`config.mk`:
```
export PLATFORM = sky130hd
export DESIGN_NAME = arb_rr_bin
export DESIGN_NICKNAME = d
export VERILOG_FILES = /design/src/rtl/arb_rr_bin.sv
export SDC_FILE = /design/constraint.sdc
export NUM_CORES = 1
export LEC_CHECK = 0
export BUFFER_PORTS_ARGS = -buffer_cell sky130_fd_sc_hd__clkbuf_2
export CORE_MARGIN = 2
export CORE_UTILIZATION = 40
export CTS_CLUSTER_DIAMETER = 150
export CTS_CLUSTER_SIZE = 40
export DETAILED_ROUTE_END_ITERATION = 7
export PLACE_DENSITY = 0.76
export RECOVER_POWER = 50
export SYNTH_ARGS = -nofsm -noshare
export SYNTH_HDL_FRONTEND = slang
export SYNTH_SLANG_ARGS = --single-unit
```
`constraint.sdc`:
```
create_clock -name clk -period 2 [get_ports clk]
set_input_delay 0.2 -clock clk [delete_from_list [all_inputs] [get_ports clk]]
set_output_delay 0.2 -clock clk [all_outputs]
set_load 0.05 [all_outputs]
```
`src/rtl/arb_rr_bin.sv`:
```
// Round-robin arbiter with a registered binary grant held until the valid/ready transfer.
// Define ARB_RR_BIN_ROUND_ROBIN_EN for round-robin; leave it undefined for fixed lowest-index priority.
module arb_rr_bin #(
    parameter  int WIDTH          = 16,
    parameter  int SPLIT          = 4,
    parameter  int IMPLEMENTATION = 0,
    localparam int WIDTH_LOG      = $clog2(WIDTH)
) (
    input  logic                 clk,
    input  logic                 rst,
    input  logic [WIDTH-1:0]     req,
    output logic                 vld,
    input  logic                 rdy,
    output logic [WIDTH_LOG-1:0] bin,
    output logic [WIDTH-1:0]     oht
);

    localparam int NGRP = (WIDTH + SPLIT - 1) / SPLIT;
    localparam int PADW = NGRP * SPLIT;

    typedef enum logic {IDLE, GRANT} state_t;

    state_t               state_q, state_d;
    logic [WIDTH_LOG-1:0] bin_q, bin_d;
    logic [WIDTH_LOG-1:0] start;
    logic [WIDTH-1:0]     srch, hmask, hi;
    logic [WIDTH_LOG-1:0] win;
    logic                 any;
`ifdef ARB_RR_BIN_ROUND_ROBIN_EN
    logic [WIDTH_LOG-1:0] ptr_q, ptr_d;
    logic [WIDTH_LOG-1:0] bin_inc;
`endif

    // Lowest set index; IMPLEMENTATION 0 resolves SPLIT-wide groups first, like mux_bin's tree.
    function automatic logic [WIDTH_LOG-1:0] first_set(input logic [WIDTH-1:0] v);
        logic [PADW-1:0]      vp;
        logic [NGRP-1:0]      grp_any;
        logic [WIDTH_LOG-1:0] grp_idx [NGRP];
        logic [WIDTH_LOG-1:0] idx;
        vp  = PADW'(v);
        idx = '0;
        if (IMPLEMENTATION == 0) begin
            for (int g = 0; g < NGRP; g++) begin
                grp_any[g] = |vp[g*SPLIT +: SPLIT];
                grp_idx[g] = '0;
                for (int j = SPLIT - 1; j >= 0; j--) begin
                    if (vp[g*SPLIT + j]) grp_idx[g] = WIDTH_LOG'(g*SPLIT + j);
                end
            end
            for (int g = NGRP - 1; g >= 0; g--) begin
                if (grp_any[g]) idx = grp_idx[g];
            end
        end else begin
            for (int i = WIDTH - 1; i >= 0; i--) begin
                if (v[i]) idx = WIDTH_LOG'(i);
            end
        end
        return idx;
    endfunction

    assign vld = (state_q == GRANT);
    assign bin = bin_q;
    assign oht = vld ? (WIDTH'(1) << bin_q) : '0;

`ifdef ARB_RR_BIN_ROUND_ROBIN_EN
    assign bin_inc = (bin_q == WIDTH_LOG'(WIDTH - 1)) ? '0 : bin_q + 1'b1;
    assign start   = vld ? bin_inc : ptr_q;
`else
    assign start   = '0;
`endif

    // Rotated search: bits at or above start first, then wrap to the full vector.
    always_comb begin
        srch  = vld ? (req & ~oht) : req;
        hmask = ~((WIDTH'(1) << start) - WIDTH'(1));
        hi    = srch & hmask;
        any   = |srch;
        win   = (|hi) ? first_set(hi) : first_set(srch);
    end

    always_comb begin
        state_d = state_q;
        bin_d   = bin_q;
`ifdef ARB_RR_BIN_ROUND_ROBIN_EN
        ptr_d   = ptr_q;
`endif
        case (state_q)
            IDLE: begin
                if (any) begin
                    state_d = GRANT;
                    bin_d   = win;
                end
            end
            GRANT: begin
                if (rdy) begin
`ifdef ARB_RR_BIN_ROUND_ROBIN_EN
                    ptr_d = bin_inc;
`endif
                    if (any) bin_d   = win;
                    else     state_d = IDLE;
                end
            end
            default: state_d = IDLE;
        endcase
    end

    always_ff @(posedge clk) begin
        if (rst) begin
            state_q <= IDLE;
            bin_q   <= '0;
`ifdef ARB_RR_BIN_ROUND_ROBIN_EN
            ptr_q   <= '0;
`endif
        end else begin
            state_q <= state_d;
            bin_q   <= bin_d;
`ifdef ARB_RR_BIN_ROUND_ROBIN_EN
            ptr_q   <= ptr_d;
`endif
        end
    end

endmodule

```
== After elaboration in Yosys (flattened, before gate mapping) ==
Cells that the tools add are included.
Storage, ports and cells
  flip-flop bits (word level): 5
  latch bits: 0
  bits in writable memories: 0
  ROM bits: 0
  output and inout bits: 21
  word-level logic and storage cells: 40
  memories: 0
Cells by class
  $add $sub $neg: 0
  multipliers: 0
  div/mod/pow operators: 0
  $lt $le $gt $ge: 0
  equal/unequal tests: 1
  shift-type cells: 1
  mux-type cells: 28
  bitwise operators: 3
  reduce and logical (&&, ||, !) cells: 5
Operators by type and width (number)
  two-way mux 4 bit: 16
  two-way mux 16 bit: 2
  AND 16 bit: 1
  inverter 16 bit: 1
  OR reduction 16 bit: 1
  OR reduction 4 bit: 4
  << shifter 1 x 4 -> 16 bit (first input constant): 1
  two-way mux 2 bit: 4
  one-hot mux 4 bit (2 select lines): 1
  two-way mux 3 bit: 2
  two-way mux 1 bit: 2
  != test 2 bit (second input constant): 1
  one-hot mux 1 bit (2 select lines): 1
  inverter 1 bit: 1

== Logic depth before layout (Yosys ltp) ==
  depth in word-level cells: 16
  gate-level depth with buffers: 8

== Least setup slack after synthesis ==
No wires, ideal clock.
  kind: register to register
  from: reg state_q (netlist: vld)
  to: reg bin_q[0] (netlist: bin[0])
  library setup time: 0.079 ns
  arrival: 2.299 ns
  data required time: 1.921 ns
  path slack: -0.379 ns
  cell stages (with the launch flop): 8
  path through: dfxtp_1 buf_4 nand4bb_1 nor2_1 o22ai_1 a31oi_1 a31oi_1 a211oi_2
RTL lines
  from (decl): RTL line 23  | state_t state_q, state_d;
  from (signal assigned): RTL line 115  | state_q <= state_d;
  two-way mux 16 bit (*): RTL line 63  | assign oht = vld ? (WIDTH'(1) << bin_q) : '0;
  net oht[4]: RTL line 15  | output logic [WIDTH-1:0] oht
  inverter 16 bit (*): RTL line 74  | srch = vld ? (req & ~oht) : req;
  AND 16 bit (*): RTL line 74
  two-way mux 16 bit (*): RTL line 74
  OR reduction 4 bit / two-way mux 4 bit (equally long branches): RTL line 44, 47
  two-way mux 4 bit (2 in series): RTL line 51  | if (grp_any[g]) idx = grp_idx[g];
  two-way mux 4 bit (*): RTL line 89, 99
  two-way mux 4 bit: RTL line 95  | if (rdy) begin
  one-hot mux 4 bit (2 select lines) (*): RTL line 87  | case (state_q)
  to (signal assigned): RTL line 116  | bin_q <= bin_d;
  to (decl): RTL line 24  | logic [WIDTH_LOG-1:0] bin_q, bin_d;
Mark *: on every way through the listed nets, which the timed path passes. The rest lies on a longest branch. The select of a mux whose other input is x is not followed.
A chain may end at the register's enable or synchronous reset.

== Final worst setup path ==
  from: reg bin_q[1] (netlist: bin[1])
  to: reg bin_q[0] (netlist: bin[0])
Between the ends
  word-level cells in the longest chain between the ends: 16
Ends and longest elaborated chain
  << shifter 1 x 4 -> 16 bit (*): RTL line 63
  two-way mux 16 bit (*): RTL line 63
  inverter 16 bit (*): RTL line 74
  AND 16 bit (*): RTL line 74
  two-way mux 16 bit (*): RTL line 74
  two-way mux 4 bit (4 in series): RTL line 47  | if (vp[g*SPLIT + j]) grp_idx[g] = WIDTH_LOG'(g*SPLIT + j);
  two-way mux 4 bit (4 in series): RTL line 51
  two-way mux 4 bit (*): RTL line 89, 99
  two-way mux 4 bit: RTL line 95
  one-hot mux 4 bit (2 select lines) (*): RTL line 87
Every way passes the cells marked *; elsewhere a longest branch is shown, timed or not. The select of a mux whose other input is x is not followed.

==> results list <==
* Area taken by multi-input logic gates: 626.9 um^2
- Measured on the finished design, the core utilization comes to 0.6559.
- Internal power comes to 0.0002767 W.
* Clock transition at the registers of the reported paths: 0.05 ns
- The die is 47.18 um wide.
* Yosys synthesis warning count: 0
* Post-synth ARST share: 0
- At the worst endpoint, the required time is 2.12 ns.
- Met1 Resource Use GR: 0.2961
* Seq pwr share: 0.256
- Overall via count from detail_route: 973
- Counting every instance in the synthesized netlist gives 98.
- For this run, the leading register cell type out of synthesis is sky130_fd_sc_hd__dfxtp_1.
- The clock reaches the later pin of the worst-skew pair after 0.24 ns.
- In this run, placement finished with an instance count of 171.
- Switch Pwr: 0.0001905 W
- Power spread over the standard cell area amounts to 408.0 mW/mm^2.
- Post-route DRC violation count: 0
* Pins Over Slew Limit: 0
- Fill cell total of the finished layout: 169
- Global-route wire length before repair: 3.450 mm
* Sequential cell area in the final layout: 113.9 um^2
- In this run the cell area measured after placement is 0.001051 mm^2.
- Die outline height: 47.18 um
- For this run, the register share of the synthesized area comes to 0.1342.
- Post-detailed-placement half-perimeter wirelength: 1.847 mm
* Post-Syn Area: 745.7 um^2
- The worst hold path was traced through 2 stages.
- For this run the aggregate overflow at the end of global routing stands at 0.
* Antenna viol nets, final: 0
- CTS placed an instance of sky130_fd_sc_hd__clkbuf_4 at the clock tree root.
- Worst-case reg-to-reg path depth: 8
- Number of antenna violations at the first check in global routing: 0
- The largest total area in the synthesized netlist belongs to sky130_fd_sc_hd__dfxtp_1.
* Minimum clock period: 1.983 ns
* Area growth, synth to finish: 53.52%
- Worst slew pin tran: 0.6107 ns
- Layer with the highest usage after global routing: met2
- Post-Layout Inst Area: 0.001145 mm^2
- Top cells by area, synth: sky130_fd_sc_hd__dfxtp_1 13%, sky130_fd_sc_hd__nor2_1 9.1%, sky130_fd_sc_hd__o21ai_0 4.7%, sky130_fd_sc_hd__o21ai_1 4.7%, sky130_fd_sc_hd__buf_6 4.5%
- CP startpoint kind: register
* Worst Skew: 0.004783 ns
- For this block, the routed nets add up to 2.364 mm of wire.
* Iteration-0 DRC Markers: 17
- Measured against its own limit, the worst slew margin works out to 0.5946.
- When the netlist entered floorplanning its net count stood at 117.
* Initial standard-cell utilization of the core: 0.4272
* Share of total power in the clock network: 0.252
- In the final layout, the share of cells above drive strength 1 is 0.4841.
- The critical path goes through or2_4, buf_4, o21ai_4, nand4_4, nor4_4, buf_4, o21ba_4, a211oi_2.
- Port buffer count: 39
* Fmax achieved: 0.5042 GHz
- The floorplan step defined a die boundary enclosing 0.002225 mm^2.
- The congestion estimate from routability-driven global placement came to 0.8460.
- Across all hold checks on the routed design, the worst slack comes to 0.1676 ns.
- The worst setup path is captured at a register.
* Post-Place Worst Slack: -0.03213 ns
* Met2 track demand over resource in global routing: 0.3671
- Across all setup checks in the final design, the least slack found is 0.01670 ns.
- Clock tree synthesis found a total of 5 sinks.
- Setup repair after global routing could not meet its margin everywhere.
- Class of the most critical hold timing path: in2reg
* Startpoint of the worst-slack reg-to-reg timing path: bin[1]
* Number of diodes added for antenna fixing: 0
* Average cell area after synthesis: 7.609 um^2
* Number of synthesized register bits: 5
- After synthesis, the netlist uses 44 different library cells.
- In this run the worst path has a maximum fanout of 10.
* Post-DR vias/cell: 5.346
- Of the total power, combinational logic draws 0.492.
- Crit Path Class: reg2reg
- Number of maximum-capacitance constraint violations: 0
- In this run the count of I/O pins placed on the die edge is 40.
- The number of clock buffers added by TritonCTS is 3.
* Number of enable flip-flop cells after synthesis: 0
- Number of buffers between clock root and the deepest sink: 2
- Setup violations remaining at the end of the flow were counted as 0.
* Yosys top cell area share: 0.1342
- WP data arrival: 2.10 ns
- The startpoint identified for the worst hold timing path is rst.
- Slowest stage cell on the critical path: sky130_fd_sc_hd__dfxtp_2
* Largest stage delay on the critical path: 0.37 ns
- By instance count, the cell type seen most on the critical path is sky130_fd_sc_hd__buf_4.
* Final standard cell count with taps included and fillers excluded: 182
- Of the available clock period, the critical path in the final layout requires 0.9916.
- The number of global-route vias before repair is 790.
* Overall Global Routing Usage: 0.2150
- Met3 track utilization from global routing: 0.02308
- The floorplan has 15 rows.
- Dividing the detail-routed wire length by the instance count gives 12.99 um.
- Entering global routing, the biggest net connects 11 pins.
- Number of buffers inserted for hold repair after clock tree synthesis: 0
- CTS built an H-tree with a depth of 1.
* Switching share of power: 0.4077
- The most critical setup path has its startpoint at bin[1].
- First-pass iteration count of the detailed router: 4
* Final hold violations: 0
* Result of the run: complete, no violations
- At the end of the flow, the number of nets in the layout was 177.
- TritonCTS built the clock tree.
* Core Area: 0.001745 mm^2
- VDD sags by at most 227.0 uV.
* Pleak: 0.4822 nW
[worst max-delay path, delay by kind of cell, from the launching register on]
kind / cells / cell delay [ns]
DFF: 1 / 0.37
and+or+nand+nor: 3 / 0.79
AOI/OAI and AO/OA: 3 / 0.34
buffers and inverters: 2 / 0.34
[cells in the final DEF, fill, tap and decap left out, drive strengths merged, types with 2 or more instances in the layout]
master  count
nand3b      2
nand2b      4
nor2       19
o22ai       2
o211ai      3
inv         2
nand4       4
a21oi       2
nand2       6
or2         2
a31oi       3
nor2b       2
buf        20
o21ai      17
dfxtp       5
o221a       2
clkbuf     43
[timing repair]
action | 4_1_cts | 5_1_grt
gates cloned | 0 | 0
pin swaps | 0 | 6
gates resized for setup | 1 | 8
setup buffers | 0 | 7
setup endpoints to repair | 2 | 4
endpoints found under the hold margin | 0 | 0
[routing by layer]
| layer | share of wire | vias to the layer above |
|---|---|---|
| li1 | - | 496 |
| met1 | 0.42 | 437 |
| met2 | 0.51 | 38 |
| met3 | 0.061 | 2 |
| met4 | 0.0038 | 0 |
| met5 | 0 | - |
[per-stage QoR]
stage	total power [W]	TNS (ns)
after floorplan	0.0002673	-0.07284
after detailed placement	0.0003311	-0.03213
after CTS	0.0004516	0
after global placement	0.0003262	0
after global routing	0.0004956	-0.2013
final	0.0004671	0
[cell type report]
class	count	share of cell area
inverter	2	0.006557
tap	25	0.02732
timing repair buffer	59	0.2962
multi-input combinational	87	0.5475
clock buffer	4	0.02295
sequential	5	0.09945
[cell usage after synthesis, types with 3 or more instances]
master / count
sky130_fd_sc_hd__nand2_1: 6
sky130_fd_sc_hd__buf_6: 3
sky130_fd_sc_hd__nand4_1: 3
sky130_fd_sc_hd__nand2b_1: 4
sky130_fd_sc_hd__a31oi_1: 3
sky130_fd_sc_hd__nor2_1: 18
sky130_fd_sc_hd__o21ai_0: 7
sky130_fd_sc_hd__o211ai_1: 3
sky130_fd_sc_hd__o21ai_1: 7
sky130_fd_sc_hd__dfxtp_1: 5
[kinds of logic after synthesis]
group | Yosys count | share of synthesized area
buf+inv | 6 | 0.06544
compound gates | 37 | 0.3775
simple gates | 49 | 0.4077
flops | 5 | 0.1342
mux | 1 | 0.01510
[final timing paths]
path         endpoint  slack, ns
max            bin[0]       0.02
max reg2reg    bin[0]       0.02
min reg2reg    bin[1]       0.58
min            bin[0]       0.17
[sequential cells by signal, indices dropped and copies added, names as in the netlist]
signal / count
bin: 4
vld: 1
[power groups by stage]
stage / clock (W) / sequential [W] / combinational [W]
after floorplan: 0 / 0.000138 / 0.000129
after global placement: 0 / 0.000120 / 0.000206
final: 0.000118 / 0.000119 / 0.000230
after CTS: 0.000119 / 0.000120 / 0.000212
after detailed placement: 0 / 0.000121 / 0.000210
after global routing: 0.000129 / 0.000121 / 0.000246
Power figures use the tool's default switching activity.
